`config.mk`:
```
export PLATFORM = sky130hd
export DESIGN_NAME = rawp_stream_writer
export DESIGN_NICKNAME = d
export VERILOG_FILES = /design/src/rtl/rawp_stream_writer_pkg.sv /design/src/rtl/rawp_ring_ptr.sv /design/src/rtl/rawp_stream_writer.sv
export SDC_FILE = /design/constraint.sdc
export NUM_CORES = 1
export LEC_CHECK = 0
export BUFFER_PORTS_ARGS = -buffer_cell sky130_fd_sc_hd__clkbuf_2
export CAP_MARGIN = 30
export CORE_MARGIN = 3
export CORE_UTILIZATION = 50
export CTS_CLUSTER_DIAMETER = 80
export DETAILED_ROUTE_END_ITERATION = 6
export PLACE_DENSITY = 0.8
export SLEW_MARGIN = 25
export SYNTH_ARGS = -nofsm -noshare
export SYNTH_HDL_FRONTEND = slang
export SYNTH_SLANG_ARGS = --single-unit
```
`constraint.sdc`:
```
create_clock -name rawp_clk -period 3.6 [get_ports rawp_clk]
set_input_delay 0.54 -clock rawp_clk [delete_from_list [all_inputs] [get_ports rawp_clk]]
set_output_delay 0.54 -clock rawp_clk [all_outputs]
set_load 0.03 [all_outputs]
```
`src/rtl/rawp_stream_writer_pkg.sv`:
```
`default_nettype none
// ============================================================================
// Module   : rawp_stream_writer_pkg
// Brief    : Shared state encoding and raw-port constants for the ring writer.
// Revision : 1.0
// ============================================================================
`ifndef RING_WORDS
`define RING_WORDS(dl2) (1 << (dl2))
`endif

package rawp_stream_writer_pkg;

  typedef enum logic [1:0] {
    ST_IDLE  = 2'd0,
    ST_RUN   = 2'd1,
    ST_DRAIN = 2'd2,
    ST_ERR   = 2'd3
  } rawp_state_t;

  localparam int RAW_WORD_BYTES = 4;

endpackage

`default_nettype wire

```
`src/rtl/rawp_ring_ptr.sv`:
```
`default_nettype none
// ============================================================================
// Module   : rawp_ring_ptr
// Brief    : Ring write pointer with full flag, registered fill level and IRQ.
// Revision : 1.0
// ============================================================================
module rawp_ring_ptr
  import rawp_stream_writer_pkg::*;
#(
  parameter int DEPTH_LOG2 = 8
) (
  input  logic                  clk,
  input  logic                  rst_n,
  input  logic                  i_clear,
  input  logic                  i_advance,
  input  logic [DEPTH_LOG2-1:0] i_rd_ptr,
  input  logic [DEPTH_LOG2:0]   i_thresh,
  output logic [DEPTH_LOG2-1:0] o_wr_ptr,
  output logic                  o_full,
  output logic [DEPTH_LOG2:0]   o_level,
  output logic                  o_irq
);

  localparam logic [DEPTH_LOG2-1:0] c_LAST = DEPTH_LOG2'(`RING_WORDS(DEPTH_LOG2) - 1);

  logic [DEPTH_LOG2-1:0] r_wr_ptr;
  logic [DEPTH_LOG2-1:0] w_wr_inc;
  logic [DEPTH_LOG2-1:0] w_used;
  logic [DEPTH_LOG2:0]   w_level;
  logic [DEPTH_LOG2:0]   r_level;
  logic                  r_irq;

  assign w_wr_inc = (r_wr_ptr == c_LAST) ? '0 : r_wr_ptr + DEPTH_LOG2'(1);
  // Modulo subtraction falls out of the DEPTH_LOG2-bit width.
  assign w_used   = r_wr_ptr - i_rd_ptr;
  assign w_level  = {1'b0, w_used};
  assign o_full   = (w_wr_inc == i_rd_ptr);

  always_ff @(posedge clk or negedge rst_n) begin
    if (!rst_n) begin
      r_wr_ptr <= '0;
      r_level  <= '0;
      r_irq    <= 1'b0;
    end else begin
      if (i_clear) begin
        r_wr_ptr <= '0;
      end else if (i_advance) begin
        r_wr_ptr <= w_wr_inc;
      end
      r_level <= w_level;
      r_irq   <= (i_thresh != '0) && (w_level >= i_thresh);
    end
  end

  assign o_wr_ptr = r_wr_ptr;
  assign o_level  = r_level;
  assign o_irq    = r_irq;

endmodule

`default_nettype wire

```
`src/rtl/rawp_stream_writer.sv`:
```
`default_nettype none
// ============================================================================
// Module   : rawp_stream_writer
// Brief    : Stream-to-ring DMA writer on the RAM raw port; RAWP_WRITER_DROP_EN
//            replaces backpressure with drop-when-full plus a drop counter.
// Revision : 1.0
// ============================================================================
module rawp_stream_writer
  import rawp_stream_writer_pkg::*;
#(
  parameter int ADDR_WIDTH = 11,
  parameter int BASE_WORD  = 0,
  parameter int DEPTH_LOG2 = 8
) (
  input  logic                  rawp_clk,
  input  logic                  rawp_rst_n,
  input  logic                  enable_i,
  input  logic                  clear_i,
  input  logic [DEPTH_LOG2-1:0] rd_ptr_i,
  input  logic [DEPTH_LOG2:0]   thresh_i,
  input  logic [31:0]           s_data_i,
  input  logic                  s_valid_i,
  output logic                  s_ready_o,
  output logic [ADDR_WIDTH-1:0] rawp_adr_o,
  output logic [31:0]           rawp_dat_o,
  output logic                  rawp_we_o,
  input  logic                  rawp_stall_i,
  output logic [DEPTH_LOG2-1:0] wr_ptr_o,
  output logic [DEPTH_LOG2:0]   level_o,
  output logic                  irq_o,
  output logic                  err_o,
  output logic                  busy_o
`ifdef RAWP_WRITER_DROP_EN
  ,
  output logic [15:0]           drop_cnt_o
`endif
);

  localparam int c_BYTE_SHIFT = $clog2(RAW_WORD_BYTES);
  localparam int c_WORD_W     = ADDR_WIDTH - c_BYTE_SHIFT;
  localparam logic [c_WORD_W-1:0]   c_BASE_WORD = c_WORD_W'(BASE_WORD);
  localparam logic [ADDR_WIDTH-1:0] c_BASE_ADR  = {c_BASE_WORD, {c_BYTE_SHIFT{1'b0}}};

  rawp_state_t           r_state;
  rawp_state_t           w_state_nxt;
  logic                  r_we;
  logic                  r_chk;
  logic                  r_err;
  logic [ADDR_WIDTH-1:0] r_adr;
  logic [31:0]           r_dat;
  logic [DEPTH_LOG2-1:0] w_wr_ptr;
  logic                  w_full;
  logic                  w_ready;
  logic                  w_hs;
  logic                  w_accept;
  logic                  w_advance;
  logic                  w_stall_err;
  logic [c_WORD_W-1:0]   w_word;

  rawp_ring_ptr #(
    .DEPTH_LOG2(DEPTH_LOG2)
  ) u_ring_ptr (
    .clk      (rawp_clk),
    .rst_n    (rawp_rst_n),
    .i_clear  (clear_i),
    .i_advance(w_advance),
    .i_rd_ptr (rd_ptr_i),
    .i_thresh (thresh_i),
    .o_wr_ptr (w_wr_ptr),
    .o_full   (w_full),
    .o_level  (level_o),
    .o_irq    (irq_o)
  );

`ifdef RAWP_WRITER_DROP_EN
  logic       w_drop;
  logic [15:0] r_drop_cnt;

  assign w_ready  = (r_state == ST_RUN);
  assign w_accept = w_hs & ~w_full;
  assign w_drop   = w_hs & w_full;

  always_ff @(posedge rawp_clk or negedge rawp_rst_n) begin
    if (!rawp_rst_n) begin
      r_drop_cnt <= '0;
    end else if (clear_i) begin
      r_drop_cnt <= '0;
    end else if (w_drop && (r_drop_cnt != 16'hFFFF)) begin
      r_drop_cnt <= r_drop_cnt + 16'd1;
    end
  end

  assign drop_cnt_o = r_drop_cnt;
`else
  assign w_ready  = (r_state == ST_RUN) & ~w_full;
  assign w_accept = w_hs;
`endif

  assign w_hs        = s_valid_i & w_ready;
  assign w_advance   = w_accept & ~clear_i;
  // r_chk marks the cycle in which the RAM reports on last cycle's write.
  assign w_stall_err = r_chk & rawp_stall_i;
  assign w_word      = c_BASE_WORD + c_WORD_W'(w_wr_ptr);

  always_comb begin
    w_state_nxt = r_state;
    case (r_state)
      ST_IDLE:  if (enable_i && !r_err) w_state_nxt = ST_RUN;
      ST_RUN:   if (!enable_i) w_state_nxt = ST_DRAIN;
      ST_DRAIN: if (!r_we) w_state_nxt = ST_IDLE;
      ST_ERR:   w_state_nxt = ST_ERR;
      default:  w_state_nxt = ST_IDLE;
    endcase
    if (w_stall_err) w_state_nxt = ST_ERR;
    if (clear_i)     w_state_nxt = ST_IDLE;
  end

  always_ff @(posedge rawp_clk or negedge rawp_rst_n) begin
    if (!rawp_rst_n) begin
      r_state <= ST_IDLE;
      r_we    <= 1'b0;
      r_chk   <= 1'b0;
      r_err   <= 1'b0;
      r_adr   <= c_BASE_ADR;
      r_dat   <= '0;
    end else begin
      r_state <= w_state_nxt;
      r_we    <= w_advance;
      r_chk   <= r_we & ~clear_i;
      if (clear_i) begin
        r_err <= 1'b0;
      end else if (w_stall_err) begin
        r_err <= 1'b1;
      end
      if (w_advance) begin
        r_adr <= {w_word, {c_BYTE_SHIFT{1'b0}}};
        r_dat <= s_data_i;
      end
    end
  end

  assign s_ready_o  = w_ready;
  assign rawp_adr_o = r_adr;
  assign rawp_dat_o = r_dat;
  assign rawp_we_o  = r_we;
  assign wr_ptr_o   = w_wr_ptr;
  assign err_o      = r_err;
  assign busy_o     = (r_state != ST_IDLE);

endmodule

`default_nettype wire

```
# [After elaboration in Yosys (flattened, before gate mapping)]
# Index checks and enable logic that the tools add are counted.
[totals] inputBits=55 reg_bits=62 out_inout_bits=65 wordCells=47
[classes] eq_ne=8 reduce_logical=9 n_bitwise=7 n_lt_le_gt_ge=1 mux=11 add_sub_neg=2
[op_table] op="8-bit two-way mux" count=3
[op_table] op="4-bit != test (second input constant)" count=3
[op_table] op="2-bit two-way mux" count=5
[op_table] op="8-bit by 9-bit >= comparator with 1-bit output" count=1
[op_table] op="9-bit nonzero test" count=1
[op_table] op="8-bit by 1-bit adder with 8-bit output (second input constant)" count=1
[op_table] op="8-bit equality test" count=1
[op_table] op="8-bit equality test (second input constant)" count=1
[op_table] op="2-bit case mux with 4 select lines" count=1
[op_table] op="8-bit subtractor" count=1
[op_table] op="2-bit nonzero test" count=3
[op_table] op="1-bit bitwise AND" count=5
[op_table] op="2-bit equality test (second input constant)" count=2
[op_table] op="3-bit AND reduction" count=1
[op_table] op="2-bit by 1-bit equality test with 1-bit output (second input constant)" count=1
[op_table] op="1-bit logical AND" count=2
[op_table] op="2-bit zero test" count=1
[op_table] op="1-bit two-way mux" count=2
[op_table] op="1-bit inverter" count=2
[op_table] op="1-bit zero test" count=1

# [Longest topological paths before layout]
[depth] word_depth=9 depth_mapped=15 depth_no_buf=14

# [Cells and area by module]
# From an unflattened synthesis, not the netlist that was laid out.
[unflattened] hier_cells=279 hier_area_um2=3437.0
[by_module_without_submodules] module="rawp_stream_writer" area_each_um2=2021.9 seq_area_each_um2=1126.1 cells_per_inst=118 instances=1
[by_module_without_submodules] module="rawp_ring_ptr" area_each_um2=1415.1 seq_area_each_um2=425.4 cells_per_inst=161 instances=1

# [Worst setup path after synthesis]
# Ideal clock, no wire load.
[synth_path] path_type="register to register" from="reg u_ring_ptr.r_wr_ptr[1], in the netlist u_ring_ptr.o_wr_ptr[1]" to="reg r_adr[4], in the netlist rawp_adr_o[4]" path_stages_with_launch=12 setup_ns=0.125 n_path_buf=3 arrival_ns=2.705 setup_slack_ns=0.770 synth_period_minus_slack_ns=2.830 path_cell_list="dfrtp_1 ha_1 clkbuf_1 a32oi_1 o21ai_0 a21oi_1 o221ai_2 o211ai_4 or2_1 buf_6 buf_6 mux2_4"
[synth_via] elab_chain_len=7
[synth_lines] item="from (decl)" line="rawp_ring_ptr.sv:26" source="logic [DEPTH_LOG2-1:0] r_wr_ptr;"
[synth_lines] item="from (signal assigned)" line="rawp_ring_ptr.sv:48" source="r_wr_ptr <= w_wr_inc;"
[synth_lines] item="8-bit by 1-bit adder with 8-bit output or 8-bit equality test (tied branches)" line="rawp_ring_ptr.sv:33" source="assign w_wr_inc = (r_wr_ptr == c_LAST) ? '0 : r_wr_ptr + DEPTH_LOG2'(1);"
[synth_lines] item="8-bit two-way mux (*)" line="rawp_ring_ptr.sv:33"
[synth_lines] item="8-bit equality test (*)" line="rawp_ring_ptr.sv:37" source="assign o_full = (w_wr_inc == i_rd_ptr);"
[synth_lines] item="1-bit inverter (*)" line="rawp_stream_writer.sv:95" source="assign w_ready = (r_state == ST_RUN) & ~w_full;"
[synth_lines] item="1-bit bitwise AND (*)" line="rawp_stream_writer.sv:95"
[synth_lines] item="1-bit bitwise AND (*)" line="rawp_stream_writer.sv:99" source="assign w_hs = s_valid_i & w_ready;"
[synth_lines] item="1-bit bitwise AND (*)" line="rawp_stream_writer.sv:100" source="assign w_advance = w_accept & ~clear_i;"
[synth_lines] item="to (signal assigned)" line="rawp_stream_writer.sv:124" source="r_adr <= c_BASE_ADR;"
[synth_lines] item="to (signal assigned)" line="rawp_stream_writer.sv:136" source="r_adr <= {w_word, {c_BYTE_SHIFT{1'b0}}};"
[synth_lines] item="to (decl)" line="rawp_stream_writer.sv:49" source="logic [ADDR_WIDTH-1:0] r_adr;"
# Mark *: on every way between the ends. The rest lies on a longest branch, timed or not.
# A chain may end at the register's enable or synchronous reset.

# [Final worst setup path]
[layout_path] from="reg u_ring_ptr.r_wr_ptr[1], in the netlist u_ring_ptr.o_wr_ptr[1]" to="reg r_dat[9], in the netlist rawp_dat_o[9]"
[layout_via] elab_chain_len=7
[layout_lines] item="8-bit by 1-bit adder with 8-bit output or 8-bit equality test (tied branches)" line="rawp_ring_ptr.sv:33"
[layout_lines] item="8-bit two-way mux (*)" line="rawp_ring_ptr.sv:33"
[layout_lines] item="8-bit equality test (*)" line="rawp_ring_ptr.sv:37"
[layout_lines] item="1-bit inverter (*)" line="rawp_stream_writer.sv:95"
[layout_lines] item="1-bit bitwise AND (*)" line="rawp_stream_writer.sv:95"
[layout_lines] item="1-bit bitwise AND (*)" line="rawp_stream_writer.sv:99"
[layout_lines] item="1-bit bitwise AND (*)" line="rawp_stream_writer.sv:100"
[layout_lines] item="to (signal assigned)" line="rawp_stream_writer.sv:137" source="r_dat <= s_data_i;"
[layout_lines] item="to (decl)" line="rawp_stream_writer.sv:50" source="logic [31:0] r_dat;"
# Marked as above.

==> results.py <==
metrics = {
    "timing": {
        "rsz0062_at_grt": "false",
        "setup_viol": 0,
        "skew_ns": 0.0120,
        "final_max_slew_viol_count": 0,
        "fmax_mhz": 333,
        "tns_ns": 0,
        "post-route-period-util_pct": 83.5,
        "period_needed_ns": 3.00,
        "hold_viol_final": 0,
    },
    "floorplan": {
        "rows": 29,
        "io_pins": 120,
        "fp.dieW_um": 88.4,
        "initial_core_util_pct": 52.5,
        "die_h_um": 88.4,
        "coreArea_um2": 6460,
        "die-area_um2": 7810,
    },
    "clock_tree": {
        "cts_buffer_depth": 2,
        "cts-root-buf": "clkbuf_8",
        "cts_resized": 0,
        "cts_buffers": 9,
        "cts_tree": "yes",
        "hold_buffers": 1,
        "clk_latency_ns": 0.33,
        "clkTransAtPathRegs_ns": 0.08,
        "ctsHtreeMaxLevel": 3,
        "post-cts-setup-buffers": 0,
        "clock-sinks": 62,
    },
    "worst_setup_path": {
        "path_class": "reg -> reg",
        "cp.arrival_ns": 3.21,
        "cp.required_ns": 3.81,
        "cp_max_fo": 20,
        "slowest_delay_ns": 0.58,
        "worst_r2r_path_depth": 9,
        "crit_path_end_kind": "register",
        "crit_path_top_delay_cell": "dfrtp_1",
        "crit_chain": "ha_1 > a32oi_1 > o21ai_0 > a21oi_1 > o221ai_2 > o211ai_4 > or2_2 > buf_12 > mux2_4",
        "cp-start-kind": "register",
    },
    "grt": {
        "grtUsageTotal_pct": 18.7,
        "grt_pass1_wl_um": 11400,
        "overflow": 0,
        "grt_start_max_net_pins": 26,
        "grt_pass1_vias": 2390,
        "antenna_found_initial": 0,
    },
    "power": {
        "finalPower_mw": 2.95,
        "p_per_area_nw_per_um2": 701,
        "internal_power_mw": 1.73,
        "swShare_pct": 41.4,
        "power_switching_mw": 1.22,
        "p_leak_nw": 2.31,
        "vdd_ir_drop_max_mv": 0.420,
        "p_comb_share_pct": 45.9,
        "clkPwrFrac_pct": 17.9,
        "pwr-share-seq_pct": 36.2,
    },
    "finish": {
        "instances_no_fill": 481,
        "n_antenna_cell": 0,
        "layout-drive-gt1-share_pct": 45.0,
        "fin_area_um2": 4210,
        "final_nets": 475,
        "fillers": 528,
        "mostFrequentLayoutCells": "clkbuf_2 (115), dfrtp_1 (62), mux2_4 (37), inv_1 (25), ha_1 (20)",
        "area_growth_pct": 24.2,
        "seqCellArea_um2": 1550,
        "layout_commonest_cell": "clkbuf_2",
        "multi_input_area_um2": 1610,
    },
    "detailed_routing": {
        "first_pass_iters": 4,
        "wl_um": 7270,
        "vias": 2515,
        "viasPerCell": 5.23,
        "drt-wirelength-per-cell_um": 15.1,
        "drt_iter0_drc": 66,
        "antenna_left": 0,
        "drc": 0,
    },
    "synth": {
        "yosys_warnings": 0,
        "ys_seq_area_share_pct": 45.7,
        "synth_seq_cells": 62,
        "syn_area_per_cell_um2": 12.1,
        "ys_types": 46,
        "syn-instance-count": 281,
        "syn_area_um2": 3390,
    },
    "placement": {
        "dp.cells": 464,
        "globalplace.congestion": 0.756,
        "io_buffers": 115,
        "dpl_cell_area_um2": 4030,
        "post-dp-hpwl_um": 5640,
    },
    "hold_path": {
        "hp-class": "in -> reg",
        "holdPathStages": 2,
    },
    "job": {
        "drv_cap": 0,
    },
    "run_status": {
        "status": "complete, no violations",
    },
}
==> synth_stat cells (all sizes together) <==
library cell / number / area, um2
or2: 1 / 6.26
nand2: 8 / 30.0
conb: 1 / 3.75
nand4: 1 / 6.26
a31oi: 2 / 12.5
o21bai: 2 / 15.0
o221ai: 2 / 23.8
fa: 1 / 20.0
o21a: 5 / 37.5
and3: 2 / 12.5
nor2: 9 / 33.8
buf: 15 / 135
and4: 2 / 22.5
nand2b: 3 / 18.8
a21oi: 16 / 80.1
xnor2: 10 / 87.6
nor4: 3 / 18.8
or4: 1 / 7.51
clkbuf: 3 / 11.3
a222oi: 1 / 10.0
o211ai: 1 / 21.3
o2bb2ai: 1 / 8.76
inv: 25 / 93.8
or3: 3 / 18.8
xor2: 4 / 35.0
mux2i: 2 / 20.0
o21ba: 3 / 30.0
ha: 20 / 250
nor2b: 2 / 12.5
o2111a: 1 / 11.3
and2: 2 / 12.5
o21ai: 12 / 60.1
a32oi: 1 / 8.76
a21o: 3 / 22.5
dfrtp: 62 / 1550
o31a: 1 / 8.76
mux2: 38 / 567
o311ai: 1 / 8.76
nand3: 6 / 30.0
a211oi: 1 / 7.51
nor3: 4 / 20.0
==> final timing paths <==
| path | startpoint | end | slack (ns) |
|---|---|---|---|
| min | s_data_i[15] | rawp_dat_o[15] | 0.44 |
| max in group asynchronous | rawp_rst_n | err_o | 2.35 |
| max | u_ring_ptr.o_wr_ptr[1] | rawp_dat_o[9] | 0.60 |
| min in group asynchronous | rawp_rst_n | rawp_dat_o[24] | 0.55 |
| min reg2reg | rawp_adr_o[3] | rawp_adr_o[3] | 0.50 |
| max reg2reg | u_ring_ptr.o_wr_ptr[1] | rawp_dat_o[9] | 0.60 |
==> cell type report <==
cell class,instances,area share [%]
clock inverters,7,1.16
well taps,77,2.29
repair buffers,122,16.3
clock buffers,9,2.94
inverters,25,2.23
multi-input cells,179,38.2
flip-flops and latches,62,36.8
==> worst max-delay path: cells and delay by family (launching register included) <==
kind                       cells  cell delay [ns]
AOI/OAI and AO/OA              5             0.88
adders and majority gates      1             0.42
buffers and inverters          1             0.24
DFF                            1             0.58
muxes                          1             0.31
and+or+nand+nor                1             0.45
==> state kept, by name, summed over array words and instances, names as in the netlist <==
name / cells
err_o: 1
u_ring_ptr.o_wr_ptr: 8
u_ring_ptr.o_level: 8
rawp_we_o: 1
r_state: 2
u_ring_ptr.o_irq: 1
r_chk: 1
rawp_adr_o: 8
rawp_dat_o: 32
==> power groups by stage <==
stage / logic (mW) / registers, mW / clock network, mW
finish: 1.36 / 1.07 / 0.528
floorplan: 0.563 / 1.49 / 0
global placement: 1.33 / 1.07 / 0
global route: 1.45 / 1.10 / 0.579
detailed placement: 1.37 / 1.08 / 0
CTS: 1.38 / 1.07 / 0.546
==> kinds of logic after synthesis <==
kind of cell | Yosys count | synth area share, %
adders and majority gates | 21 | 7.97
xor gates and xnor gates | 14 | 3.61
AOI/OAI and AO/OA | 53 | 10.8
DFF | 62 | 45.7
and+or+nand+nor | 47 | 7.38
muxes | 40 | 17.3
other | 1 | 0.111
buffers and inverters | 43 | 7.08
==> layer usage <==
layer,routed length (um),up-vias,global-route usage (%),share of wire (%)
met5,0,-,0,0
met4,61,0,5.36,0.84
met3,412,7,3.63,5.7
met2,3730,84,30.5,51
met1,3070,1212,25.6,42
li1,-,1212,-,-
==> metrics by stage <==
stage          util, %  hold WS [ns]  worst slack (ns)
3_5_place_dp      62.4         0.343             0.620
5_1_grt           65.2         0.425             0.413
6_report          65.2         0.436             0.595
2_1_floorplan        -         0.244             0.770
4_1_cts           65.2         0.417             0.589
3_3_place_gp      61.7         0.489             0.725
No activity file was read; power rests on OpenSTA's default activity.
